**config.mk**
```make
export PLATFORM = sky130hd
export DESIGN_NAME = ram_arbiter_flat
export DESIGN_NICKNAME = d
export VERILOG_FILES = /design/src/rtl/ram_arbiter_pkg.sv /design/src/rtl/ram_arbiter_if.sv /design/src/rtl/ram_arbiter_rr_pick.sv /design/src/rtl/ram_arbiter.sv /design/src/flat_wrapper.sv
export SDC_FILE = /design/constraint.sdc
export NUM_CORES = 1
export LEC_CHECK = 0
export ABC_CLOCK_PERIOD_IN_PS = 2900
export CAP_MARGIN = 40
export CORE_AREA = 2 2 199 201
export CTS_CLUSTER_DIAMETER = 40
export DETAILED_ROUTE_END_ITERATION = 6
export DIE_AREA = 0 0 201 203
export PLACE_DENSITY = 0.47
export SLEW_MARGIN = 5
export SYNTH_ARGS = -nofsm -noshare
export SYNTH_HDL_FRONTEND = slang
export SYNTH_SLANG_ARGS = --single-unit
```
**constraint.sdc**
```tcl
create_clock -name CLK -period 2.9 [get_ports CLK]
set_clock_uncertainty 0.05 [all_clocks]
set_input_delay 0.58 -clock CLK [delete_from_list [all_inputs] [get_ports CLK]]
set_output_delay 0.58 -clock CLK [all_outputs]
set_load 0.005 [all_outputs]
```
**src/rtl/ram_arbiter_pkg.sv**
```systemverilog
// ram_arbiter_pkg: shared RAM/arbiter types and default sizing
package ram_arbiter_pkg;
   typedef logic [31:0] word_t;
   typedef enum logic [1:0] {FREE, BUSY, ACCESS, ERROR} ramstate_t;
   typedef enum logic [1:0] {IDLE_A, HOLD_A, FLUSH_A} arb_state_t;
   localparam int ARB_NREQ_DEF    = 4;
   localparam int ARB_BURST_DEF   = 2;
   localparam int ARB_TIMEOUT_DEF = 64;
endpackage

```
**src/rtl/ram_arbiter_if.sv**
```systemverilog
// ram_arbiter_if: cache-side request bus plus the single RAM port
interface ram_arbiter_if #(
   parameter int NREQ = ram_arbiter_pkg::ARB_NREQ_DEF,
   localparam int IDW = (NREQ > 1) ? $clog2(NREQ) : 1
);
   import ram_arbiter_pkg::*;
   logic [NREQ-1:0] req_ren, req_wen, req_wait, req_err;
   word_t [NREQ-1:0] req_addr, req_store, req_load;
   logic ramREN, ramWEN;
   word_t ramaddr, ramstore, ramload;
   ramstate_t ramstate;
   logic grant_vld;
   logic [IDW-1:0] grant_id;
   modport master (
      output req_ren, req_wen, req_addr, req_store, ramload, ramstate,
      input req_wait, req_load, req_err, ramREN, ramWEN, ramaddr, ramstore, grant_vld, grant_id
   );
   modport slave (
      input req_ren, req_wen, req_addr, req_store, ramload, ramstate,
      output req_wait, req_load, req_err, ramREN, ramWEN, ramaddr, ramstore, grant_vld, grant_id
   );
endinterface

```
**src/rtl/ram_arbiter_rr_pick.sv**
```systemverilog
// rr_pick: rotate-priority encoder, first active requester after last_id
module rr_pick #(
   parameter int NREQ = 4,
   localparam int IDW = (NREQ > 1) ? $clog2(NREQ) : 1
) (
   input  logic [NREQ-1:0] req,
   input  logic [IDW-1:0]  last_id,
   output logic            hit,
   output logic [IDW-1:0]  id
);
   logic [IDW-1:0] idx;
   // walk the ring backwards so the requester nearest to last_id+1 is written last
   always_comb begin
      hit = |req;
      id  = '0;
      idx = '0;
      for (int k = NREQ; k >= 1; k--) begin
         idx = IDW'((int'(last_id) + k) % NREQ);
         if (req[idx]) id = idx;
      end
   end
endmodule

```
**src/rtl/ram_arbiter.sv**
```systemverilog
// ram_arbiter: round-robin, burst-locked RAM sharing with per-beat watchdog
module ram_arbiter
   import ram_arbiter_pkg::*;
#(
   parameter int NREQ    = ARB_NREQ_DEF,
   parameter int BURST   = ARB_BURST_DEF,
   parameter int TIMEOUT = ARB_TIMEOUT_DEF,
   localparam int IDW = (NREQ > 1) ? $clog2(NREQ) : 1,
   localparam int BW  = $clog2(BURST) + 1,
   localparam int WW  = $clog2(TIMEOUT) + 1
) (
   input logic CLK,
   input logic nRST,
   ram_arbiter_if.slave bus
);
   arb_state_t state, state_n;
   logic [IDW-1:0] grant_id, grant_n, last_id, last_n, pick;
   logic [BW-1:0] beat, beat_n;
   logic [WW-1:0] wdog, wdog_n;
   logic [NREQ-1:0] active;
   logic hit, drive;

   assign active = bus.req_ren | bus.req_wen;

   rr_pick #(.NREQ(NREQ)) u_pick (.req(active), .last_id(last_id), .hit(hit), .id(pick));

   // arbiter state; reset drops any burst in flight immediately
   always_ff @(posedge CLK or negedge nRST) begin
      if (!nRST) begin
         state    <= IDLE_A;
         grant_id <= '0;
         last_id  <= IDW'(NREQ - 1);
         beat     <= '0;
         wdog     <= '0;
      end else begin
         state    <= state_n;
         grant_id <= grant_n;
         last_id  <= last_n;
         beat     <= beat_n;
         wdog     <= wdog_n;
      end
   end

   // next state plus RAM drive and per-beat handshake back to the grantee
   always_comb begin
      state_n       = state;
      grant_n       = grant_id;
      last_n        = last_id;
      beat_n        = beat;
      wdog_n        = wdog;
      drive         = (state == HOLD_A) && active[grant_id];
      bus.ramREN    = drive && !bus.req_wen[grant_id];
      bus.ramWEN    = drive && bus.req_wen[grant_id];
      bus.ramaddr   = drive ? bus.req_addr[grant_id] : '0;
      bus.ramstore  = (drive && bus.req_wen[grant_id]) ? bus.req_store[grant_id] : '0;
      bus.req_wait  = '1;
      bus.req_load  = '0;
      bus.req_err   = '0;
      bus.grant_vld = state == HOLD_A;
      bus.grant_id  = grant_id;
      if (state == IDLE_A) begin
         if (hit) begin
            state_n = HOLD_A;
            grant_n = pick;
            beat_n  = '0;
            wdog_n  = '0;
         end
      end else if (state == FLUSH_A) begin
         state_n = IDLE_A;
      end else if (!drive) begin
         last_n  = grant_id;
         state_n = IDLE_A;
      end else if (bus.ramstate == ACCESS) begin
         bus.req_wait[grant_id] = 1'b0;
         bus.req_load[grant_id] = bus.ramload;
         beat_n = beat + 1'b1;
         wdog_n = '0;
         if (beat == BW'(BURST - 1)) begin
            last_n  = grant_id;
            state_n = IDLE_A;
         end
      end else if (bus.ramstate == ERROR || wdog == WW'(TIMEOUT - 1)) begin
         bus.req_err[grant_id] = 1'b1;
         last_n  = grant_id;
         state_n = FLUSH_A;
      end else begin
         wdog_n = wdog + 1'b1;
      end
   end
endmodule

```
**src/flat_wrapper.sv**
```systemverilog
// flat-port wrapper written by rule: the top's interface ports become plain ports
module ram_arbiter_flat import ram_arbiter_pkg::*;
#(
   parameter int NREQ    = ARB_NREQ_DEF,
   parameter int BURST   = ARB_BURST_DEF,
   parameter int TIMEOUT = ARB_TIMEOUT_DEF,
   localparam int IDW = (NREQ > 1) ? $clog2(NREQ) : 1,
   localparam int BW  = $clog2(BURST) + 1,
   localparam int WW  = $clog2(TIMEOUT) + 1
)
  (CLK, nRST, bus_req_ren, bus_req_wen, bus_req_addr, bus_req_store, bus_ramload, bus_ramstate, bus_req_wait, bus_req_load, bus_req_err, bus_ramREN, bus_ramWEN, bus_ramaddr, bus_ramstore, bus_grant_vld, bus_grant_id);
  ram_arbiter_if #(.NREQ(NREQ)) bus_i ();
  input logic CLK;
  input logic nRST;
  input wire logic [$bits(bus_i.req_ren)-1:0] bus_req_ren;
  input wire logic [$bits(bus_i.req_wen)-1:0] bus_req_wen;
  input wire logic [$bits(bus_i.req_addr)-1:0] bus_req_addr;
  input wire logic [$bits(bus_i.req_store)-1:0] bus_req_store;
  input wire logic [$bits(bus_i.ramload)-1:0] bus_ramload;
  input wire logic [$bits(bus_i.ramstate)-1:0] bus_ramstate;
  output wire logic [$bits(bus_i.req_wait)-1:0] bus_req_wait;
  output wire logic [$bits(bus_i.req_load)-1:0] bus_req_load;
  output wire logic [$bits(bus_i.req_err)-1:0] bus_req_err;
  output wire logic [$bits(bus_i.ramREN)-1:0] bus_ramREN;
  output wire logic [$bits(bus_i.ramWEN)-1:0] bus_ramWEN;
  output wire logic [$bits(bus_i.ramaddr)-1:0] bus_ramaddr;
  output wire logic [$bits(bus_i.ramstore)-1:0] bus_ramstore;
  output wire logic [$bits(bus_i.grant_vld)-1:0] bus_grant_vld;
  output wire logic [$bits(bus_i.grant_id)-1:0] bus_grant_id;
  assign bus_i.req_ren = bus_req_ren;
  assign bus_i.req_wen = bus_req_wen;
  assign bus_i.req_addr = bus_req_addr;
  assign bus_i.req_store = bus_req_store;
  assign bus_i.ramload = bus_ramload;
  assign bus_i.ramstate = bus_ramstate;
  assign bus_req_wait = bus_i.req_wait;
  assign bus_req_load = bus_i.req_load;
  assign bus_req_err = bus_i.req_err;
  assign bus_ramREN = bus_i.ramREN;
  assign bus_ramWEN = bus_i.ramWEN;
  assign bus_ramaddr = bus_i.ramaddr;
  assign bus_ramstore = bus_i.ramstore;
  assign bus_grant_vld = bus_i.grant_vld;
  assign bus_grant_id = bus_i.grant_id;
  ram_arbiter #(.NREQ(NREQ), .BURST(BURST), .TIMEOUT(TIMEOUT)) u_core (.CLK(CLK), .nRST(nRST), .bus(bus_i));
endmodule
```
-- Word-level counts from Yosys, hierarchy flattened
Cells that the tools add are included.
- add/subtract/negate cells: 6
- order comparisons: 6
- equality and inequality tests: 13
- mux-type cells: 61
- bitwise operators: 5
- reductions and logical operators: 15
- operators by type and width (operator ; count):
    128-bit 2-to-1 mux ; 4
    32-bit 2-to-1 mux ; 5
    128-bit AND ; 1
    32-bit binary-select mux with 2-bit select ; 2
    32-bit demux with 2-bit select ; 1
    7-bit 2-to-1 mux ; 6
    2-bit 2-to-1 mux ; 20
    4-bit 2-to-1 mux ; 9
    2-bit by 3-bit less-than comparator with 1-bit output (second input constant) ; 5
    1-bit binary-select mux with 2-bit select ; 6
    4-bit AND reduction ; 3
    5-bit inequality test (second input constant) ; 2
    7-bit by 1-bit adder with 7-bit output (second input constant) ; 1
    7-bit by 6-bit equality test with 1-bit output (second input constant) ; 1
    1-bit 2-to-1 mux ; 7
    2-bit by 1-bit adder with 2-bit output (second input constant) ; 3
    2-bit equality test (second input constant) ; 3
    3-bit inequality test (second input constant) ; 2
    2-bit adder (second input constant) ; 2
    2-bit by 1-bit equality test with 1-bit output (second input constant) ; 2
    1-bit logical AND ; 4
    2-bit by 1-bit inequality test with 1-bit output (second input constant) ; 2
    4-bit NOT ; 1
    4-bit OR ; 1
    other kinds (11) ; 13
- bits in registers: 15
- output and inout port bits: 205
- logic and storage cells: 111

-- Logic depth before layout (Yosys ltp)
Gate-level depths: netlist of the first run.
- word-level depth: 9
- mapped depth: 8
- gate-level depth less buffers: 6

-- Cells and area by module
A second synthesis of the first run with hierarchy kept.
- cells, all modules: 416
- area total of the unflattened synthesis: 4008.8 µm²
- modules (own cells, without submodules) (module ; instances ; cells each ; area an instance (µm²) ; seq. area each (µm²)):
    ram_arbiter ; 1 ; 402 ; 3917.5 ; 377.9
    rr_pick ; 1 ; 14 ; 91.3 ; 0.0

-- Least setup slack after synthesis of the first run
No wires, ideal clock.
- path kind: register to output
- start: register u_core.grant_id[0] (netlist: u_core.bus.grant_id[0])
- end: output port bus_ramstore[10]
- arrival: 1755 ps
- required time: 2270 ps
- slack: 515 ps
- cell stages (with the launch flop): 6
- cell sequence: dfrtp_1 -> buf_4 -> buf_2 -> buf_2 -> mux4_2 -> nor2b_1
- cells in the longest elaborated chain, start to end: 5
- elaborated cells on any way between the ends: 9
- RTL lines (item ; RTL line ; source):
    start: declaration ; ram_arbiter.sv:17 ; logic [IDW-1:0] grant_id, grant_n, last_id, last_n, pick;
    start signal: assignment ; ram_arbiter.sv:37 ; grant_id <= grant_n;
    1-bit binary-select mux with 2-bit select ; ram_arbiter.sv:51 ; drive = (state == HOLD_A) && active[grant_id];
    1-bit 2-to-1 mux (implied by the code) ; ram_arbiter.sv:51 ;
    1-bit logical AND ; ram_arbiter.sv:51 ;
    1-bit logical AND ; ram_arbiter.sv:55 ; bus.ramstore = (drive && bus.req_wen[grant_id]) ? bus.req_store[grant_id] : '0;
    32-bit 2-to-1 mux (*) ; ram_arbiter.sv:55 ;
    end: declaration ; flat_wrapper.sv:27 ; output wire logic [$bits(bus_i.ramstore)-1:0] bus_ramstore;
Mark *: on every way between the ends. The rest lies on a longest branch, timed or not. The select of a mux whose other input is x is not followed.

-- Final worst setup path of the first run
- start: register u_core.grant_id[1] (netlist: u_core.bus.grant_id[1])
- end: output port bus_ramstore[21]
The elaborated chain is that of the path after synthesis.

==> results of run 1 <==
## report_power, final
part	switching (mW)	internal [mW]	total (mW)
sequential	0.0854	0.293	0.379
clock	0.0937	0.185	0.278
combinational	2.33	3.17	5.51
total	2.51	3.65	6.17
## what timing repair did
action                     CTS  global route
buffers inserted            30            10
gates cloned                 8             0
resized for setup          254            96
hold buffers                 0             0
pin swaps                    5             5
setup endpoints to repair  202            81
## synth_stat cells (all sizes together), types with 2 or more instances
cell type    n  share of area
or2          3         0.0051
ha           2         0.0068
o22ai        2         0.0034
nor3         2         0.0027
o31ai        4         0.0081
and3        34          0.057
a211oi       2         0.0041
buf         14          0.022
nor2       137           0.14
inv          7         0.0071
a22oi        2         0.0078
dfstp        2          0.014
nand2       41          0.042
clkbuf      29          0.029
dfrtp       13          0.088
nor2b       35          0.059
mux4        65           0.40
o21ai       11          0.015
nand3        3         0.0041
or3          2         0.0034
nand2b       2         0.0034
nand3b       2         0.0041
o41ai        4          0.018
mux2         3         0.0091
a311oi       2         0.0095
mux2i        2         0.0054
## path summary, 6_finish.rpt
kind / start / end / slack (ns) / depth (start not counted)
worst max register to register: u_core.bus.grant_id[1] / u_core.last_id[1] / 0.45 / 10
worst min-delay path: u_core.beat[0] / u_core.beat[0] / 0.44 / 1
worst max-delay path: u_core.bus.grant_id[1] / bus_ramstore[21] / 0.05 / 8
min in group asynchronous: nRST / u_core.wdog[6] / 0.71 / 1
max in group asynchronous: nRST / u_core.bus.grant_id[0] / 1.57 / 1
worst min register to register: u_core.beat[0] / u_core.beat[0] / 0.44 / 1
## per-stage QoR
stage / std cells / TNS [ns] / power, mW
finish: 1525 / 0 / 6.166
global route: 1525 / -0.07749 / 6.617
CTS: 1514 / -0.1190 / 6.160
detailed placement: 1472 / -64.23 / 5.548
global placement: 1472 / -64.89 / 5.547
floorplan: 439 / 0 / 2.787
## sequential cells by signal, summed over array words and instances (netlist names)
| register | flops |
|---|---|
| u_core.wdog | 7 |
| u_core.beat | 2 |
| u_core.bus.grant_id | 2 |
| u_core.last_id | 2 |
| u_core.state | 2 |
## final cells by class
type / count / share of cell area
Antenna cell: 1 / 0.0002373
Multi-Input combinational cell: 374 / 0.3075
Clock buffer: 3 / 0.007120
Sequential cell: 15 / 0.03655
Tap cell: 518 / 0.06147
Inverter: 7 / 0.002848
Timing Repair Buffer: 606 / 0.5838
Clock inverter: 1 / 0.0004747
## per-layer routing
metal	routed length, um	vias to the layer above	global-route usage
met5	0	-	0
met4	251	0	0.01587
met3	2067	12	0.02392
met2	16140	303	0.2669
met1	12310	2879	0.1759
li1	-	2740	-
## cell families (layout without fill, tap and decap cells)
| group | after synthesis | in the layout | share of synthesized area |
|---|---|---|---|
| compound gates | 36 | 36 | 0.08824 |
| fa+ha+maj | 2 | 2 | 0.006760 |
| flops | 15 | 15 | 0.1021 |
| simple gates | 266 | 266 | 0.3333 |
| other cells | 0 | 1 | 0 |
| mux | 70 | 70 | 0.4111 |
| buf+inv | 50 | 617 | 0.05848 |
==> results.rst, run 1 <==
.. list-table::
   :header-rows: 1

   * - Metric
     - Value
   * - Post-synth top flop
     - dfrtp_1
   * - Post-Synthesis Net Count
     - 741
   * - Number of antenna violations at the first check in global routing
     - 2
   * - Capturing element type of the critical path
     - output pin
   * - Cell area after synthesis
     - 3701 um^2
   * - Post-route DRC violation count
     - 0
   * - Count of boundary I/O pins
     - 505
   * - Final Cycle Share
     - 0.9823
   * - Number of global-route vias before repair
     - roughly 6400
   * - Core area
     - about 38000 um^2
   * - Tot GR Track Use
     - 0.1429
   * - Critical setup path kind
     - flip-flop to output pin
   * - Synthesis-stage register bit count
     - 15
   * - CTS Buffer Depth
     - 2
   * - Clock tree root buffer cell
     - clkbuf_16
   * - Post-route design area
     - 10540 um^2
   * - Syn. warnings
     - 0
   * - Synthesized netlist cell count
     - 439
   * - Critical path arrival
     - 2.22 ns
   * - Placer's final routability congestion estimate
     - 0.8603
   * - Iteration-0 DRC Markers
     - 308
   * - Effective utilization at floorplan
     - 0.09621
   * - Leakage Power
     - 5.149 nW
   * - Synth-to-Final Area Change
     - 184.9%
   * - Routed Antenna Nets
     - 0
   * - Max frequency
     - roughly 0.35 GHz
   * - Sequential share of the synthesized area
     - 0.1021
   * - Area of the multi-input gates
     - roughly 3200 um^2
   * - Post-DP Area
     - 9808 um^2
   * - Aggregate routed wire length
     - about 30000 um
   * - Largest vdd supply drop
     - about 400 uV
   * - Count of standard-cell rows
     - 72
   * - Number of setup violations in the final report
     - 0
   * - CTS H-tree lvls
     - 1
   * - Final hold violation count
     - 0
   * - Result of the run
     - completed
   * - Horizontal die dimension
     - 201 um
   * - Startpoint type of the worst setup path
     - flip-flop
   * - Clock slew seen by the registers of the worst setup and hold paths
     - 0.05 ns
   * - Maximum Capacitance Violations
     - 0
   * - Net count, final
     - 1309
   * - Post-route minimum period
     - 2.849 ns
   * - CP max-delay cell
     - dfrtp_4
   * - Bufs and invs on worst path
     - 5
   * - Slew Limit Headroom
     - 0.4022
   * - Input/output buffers
     - 504
   * - Cell family with most CP delay
     - buffers and inverters
   * - Commonest non-fill, non-tap cell in the layout
     - clkdlybuf4s50_1
   * - Critical path, cell by cell
     - buf_4, a311oi_4, nand3_4, buf_4, buf_4, buf_12, nor2b_2, dlygate4sd2_1
   * - Path category of the worst min-delay check
     - flip-flop to flip-flop
   * - Drt via density
     - approximately 3.9
   * - Number of buffers created by CTS
     - 3
   * - HPWL reported at the end of detailed placement
     - 24360 um
   * - Pins over their slew limit
     - 0
   * - Clock sink total
     - 15
   * - Hold WS
     - about 0.44 ns
   * - Per-instance average area after synthesis
     - between 8 and 9 um^2
   * - Skew-Pair Late Insertion Delay
     - 0.25 ns
   * - Layout cells sized above 1
     - 0.2396
   * - Post-synth ARST share
     - 1.000
   * - Required time reported for the critical path endpoint
     - between 2 and 2.5 ns
   * - Commonest non-fill, non-tap cells in the layout
     - clkdlybuf4s50_1, dlygate4sd2_1, nor2_1
   * - Average detailed-routed wire length per instance
     - 20.17 um
   * - Number of search-and-repair iterations in the first detailed-routing pass
     - 5
   * - Number of distinct library cells after synthesis
     - 48
   * - First-pass GRT wire length
     - roughly 44000 um
   * - EDFF count, synth
     - 0
   * - Number of vias after detailed routing
     - 5934
   * - Minimum setup slack after placement
     - -0.5241 ns
   * - Final design utilization
     - 0.2741
   * - Largest fanout on the critical path
     - 17
   * - Total power density per cell area
     - 584.8 nW/um^2
   * - Critical Path Max Stage Delay
     - 0.51 ns
   * - Transition at the pin with the smallest max-transition slack
     - about 0.89 ns
   * - Unrepaired setup endpoints after global routing
     - true
   * - Aggregate global routing overflow
     - 0
   * - Die Footprint
     - 40800 um^2
   * - Vertical extent of the die
     - 203 um
   * - CTS tree
     - yes
   * - Final worst setup slack
     - 0.05122 ns
   * - Most used cell along the critical path
     - buf_4
   * - Total area of sequential cells
     - 385.4 um^2
   * - Largest net degree at the start of global routing
     - 68
   * - Fill cell instance count of the final layout
     - 4194
Power figures use the tool's default switching activity.
==> inputs of run 2 (changes only) <==
- ABC_AREA: not set -> 1
- CORE_AREA: 2 2 199 201 -> 2 2 196 198
- DIE_AREA: 0 0 201 203 -> 0 0 198 200
==> results.rst, run 2 <==
.. list-table::
   :header-rows: 1

   * - Metric
     - Value
   * - Startpoint type of the worst setup path
     - input pin
   * - Clock sink total
     - 15
   * - Post-synth ARST share
     - 1.000
   * - Required time reported for the critical path endpoint
     - 2.27 ns
   * - Switching power of the nets
     - 3.135 mW
   * - Reg2reg path depth
     - 7
   * - Post-route DRC violation count
     - 0
   * - Number of placed instances with taps included
     - around 1700
   * - Worst-case register-to-register setup slack
     - between 0.9 and 1 ns
   * - Path category of the worst min-delay check
     - flip-flop to flip-flop
   * - Aggregate routed wire length
     - 30730 um
   * - HPWL reported at the end of detailed placement
     - 23790 um
   * - Final non-filler cell total
     - 1710
   * - Clock tree root buffer cell
     - clkbuf_16
   * - Leakage Power
     - 4.624 nW
   * - Post-route minimum period
     - between 2 and 3 ns
   * - Internal power
     - 3.019 mW
   * - Result of the run
     - completed
   * - Critical setup path kind
     - input pin to output pin
   * - Synth-to-Final Area Change
     - 182.9%
   * - Die Footprint
     - 39600 um^2
   * - Most numerous cell in the Yosys netlist
     - nand2_1
   * - Largest fanout on the critical path
     - 7
   * - Count of standard-cell rows
     - 71
   * - Number of setup violations in the final report
     - 0
   * - Aggregate global routing overflow
     - 0
   * - Combinational family with the most area after synthesis
     - simple AND/OR/NAND/NOR gates
   * - Layout cells sized above 1
     - 0.1285
   * - Share of power burned in registers
     - 0.059
   * - Simple-gate share of the synthesized area
     - 0.5316
   * - Unrepaired setup endpoints after global routing
     - false
   * - Largest vdd supply drop
     - 339.6 uV
   * - Average detailed-routed wire length per instance
     - 17.97 um
   * - Synthesis-stage register bit count
     - 15
   * - Biggest register
     - u_core.wdog
   * - CTS H-tree lvls
     - 1
   * - Number of vias after detailed routing
     - 6811
   * - Post-synth top flop
     - dfrtp_1
   * - Overall power
     - 6.154 mW
   * - Synthesized netlist cell count
     - 671
   * - Net count, final
     - around 1500
   * - Slew Limit Headroom
     - 0.5275
   * - Largest net degree at the start of global routing
     - 42
   * - Number of distinct library cells after synthesis
     - 31
   * - Max reg flops
     - 7
   * - Number of buffers created by CTS
     - 3
   * - Placer's final routability congestion estimate
     - 0.8636
   * - First-pass GRT wire length
     - roughly 42000 um
   * - Skew-Pair Late Insertion Delay
     - approximately 0.24 ns
   * - Routed Antenna Nets
     - 0
   * - Cell taking the most area after synthesis
     - nand2_1
   * - Syn. warnings
     - 0
   * - Maximum Capacitance Violations
     - 0
   * - Final design utilization
     - 0.2608
   * - Worst flop-to-flop path startpoint
     - u_core.state[0]
   * - Input/output buffers
     - 504
   * - Post-Synthesis Net Count
     - ~970
   * - Final TNS setup
     - 0 ns
   * - Sequential share of the synthesized area
     - 0.1096
   * - Number of search-and-repair iterations in the first detailed-routing pass
     - 5
   * - Commonest non-fill, non-tap cell in the layout
     - clkdlybuf4s50_1
   * - Final hold violation count
     - 0
   * - Max frequency
     - 0.3538 GHz
   * - Core area
     - 37400 um^2
   * - Horizontal die dimension
     - 198 um
   * - Area share of the largest cell type after synthesis
     - 0.2678
   * - Transition at the pin with the smallest max-transition slack
     - 0.7065 ns
   * - Xor/xnor cell area share of the yosys netlist
     - 0.002540
   * - Number of antenna violations at the first check in global routing
     - 3
   * - Pins over their slew limit
     - 0
   * - Proportion of power drawn by the clock network
     - 0.044
   * - Count of boundary I/O pins
     - 505
   * - Share of power burned in combinational logic
     - 0.897
   * - Fraction of the mapped netlist area in compound gates
     - 0.2507
   * - CP startpoint
     - bus_ramstate[1]
   * - Cell area after synthesis
     - 3448 um^2
   * - Clock slew seen by the registers of the worst setup and hold paths
     - 0.05 ns
   * - CTS Buffer Depth
     - 2
   * - Net switching fraction of the power
     - 0.5094
   * - Proportion of synthesized area in mux cells
     - 0
   * - Iteration-0 DRC Markers
     - 316
   * - Drt via density
     - 3.983
   * - Commonest non-fill, non-tap cells in the layout
     - clkdlybuf4s50_1, nand2_1, dlygate4sd2_1
   * - Critical path arrival
     - 2.20 ns
   * - Final Cycle Share
     - 0.9746
   * - Top post-synthesis cells by area
     - nand2_1, nor2_1, a22oi_1, dfrtp_1, a31oi_1
   * - Total power density per cell area
     - around 630 nW/um^2
   * - Vertical extent of the die
     - 200 um
   * - Tot GR Track Use
     - 0.1419
   * - Effective utilization at floorplan
     - 0.09220
   * - EDFF count, synth
     - 0
   * - Per-instance average area after synthesis
     - 5.139 um^2
   * - End point of the critical path
     - bus_req_load[6]
   * - Reg2reg end
     - u_core.wdog[6]
   * - Synth Area in Adders
     - 0.007257
   * - Top cell types by occurrence after synthesis
     - nand2_1, nor2_1, a22oi_1, a31oi_1
   * - Capturing element type of the critical path
     - output pin
   * - Number of global-route vias before repair
     - ~6700
   * - Hold WS
     - 0.4507 ns
   * - CTS tree
     - yes
[run 2: cell count changes in the layout (fill, tap and decap cells not counted), sizes merged, moves of 33 or more]
cell	delta
nand2	+209
mux4	-65
a31oi	+49
a22oi	+47
nor2b	-35
and3	-33
[run 2: how the worst min path moves through the flow]
stage	from	endpoint	slack [ns]	depth (start not counted)
2_1_floorplan	nRST	u_core.beat[0]	0.23	0
3_3_place_gp	u_core.wdog[6]	u_core.wdog[6]	0.43	2
3_5_place_dp	u_core.wdog[6]	u_core.wdog[6]	0.44	2
4_1_cts	u_core.wdog[6]	u_core.wdog[6]	0.45	2
5_1_grt	u_core.wdog[6]	u_core.wdog[6]	0.48	2
6_report	u_core.wdog[6]	u_core.wdog[6]	0.45	2
[run 2: cell families after synthesis]
logic type / Yosys count
compound gates: 123
xor+xnor: 1
fa+ha+maj: 2
buf+inv: 79
flops: 15
simple gates: 451
[run 2: layout make-up]
cell class	count	area, um^2
Clock buffer	4	78.83
Fill cell	4222	27650
Multi-Input combinational cell	577	2912
Inverter	24	92.59
Sequential cell	15	380.4
Tap cell	511	639.4
Antenna cell	1	2.502
Timing Repair Buffer	578	5649
[run 2: metrics by stage]
step	setup slack, ns	cell area, um^2
6_report	0.07368	9754
5_1_grt	0.001115	9754
4_1_cts	-0.1196	9737
3_5_place_dp	-0.5358	9429
3_3_place_gp	-0.5394	9429
2_1_floorplan	0.7010	3448
[run 2: worst max-delay path, cell delays in order]
cell and delay (ns):
clkdlybuf4s50_1 0.46, inv_1 0.06, nor2_2 0.13, buf_12 0.15
nand3_4 0.10, buf_12 0.15, buf_16 0.12, buf_4 0.15
nor2_1 0.08, clkdlybuf4s15_1 0.21
[run 2: per-layer routing]
layer / track usage / vias to the layer above / routed length, um
met1: 0.1631 / 3118 / 11880
met3: 0.02453 / 40 / 2072
li1: - / 3302 / -
met2: 0.2697 / 351 / 16130
met5: 0 / - / 0
met4: 0.03732 / 0 / 657
[run 2: power by group through the flow]
stage	Clock, mW	Sequential [mW]	Combinational (mW)
2_1_floorplan	0	0.337	2.26
3_3_place_gp	0	0.374	5.11
3_5_place_dp	0	0.375	5.04
4_1_cts	0.277	0.359	5.54
5_1_grt	0.292	0.375	5.99
6_report	0.270	0.363	5.52
[run 2: timing repair]
action / in CTS / in global routing
hold buffers: 0 / 0
setup endpoints to repair: 201 / 70
setup buffers: 17 / 4
gates cloned: 5 / 0
pin swaps: 7 / 1
gates resized for setup: 253 / 67
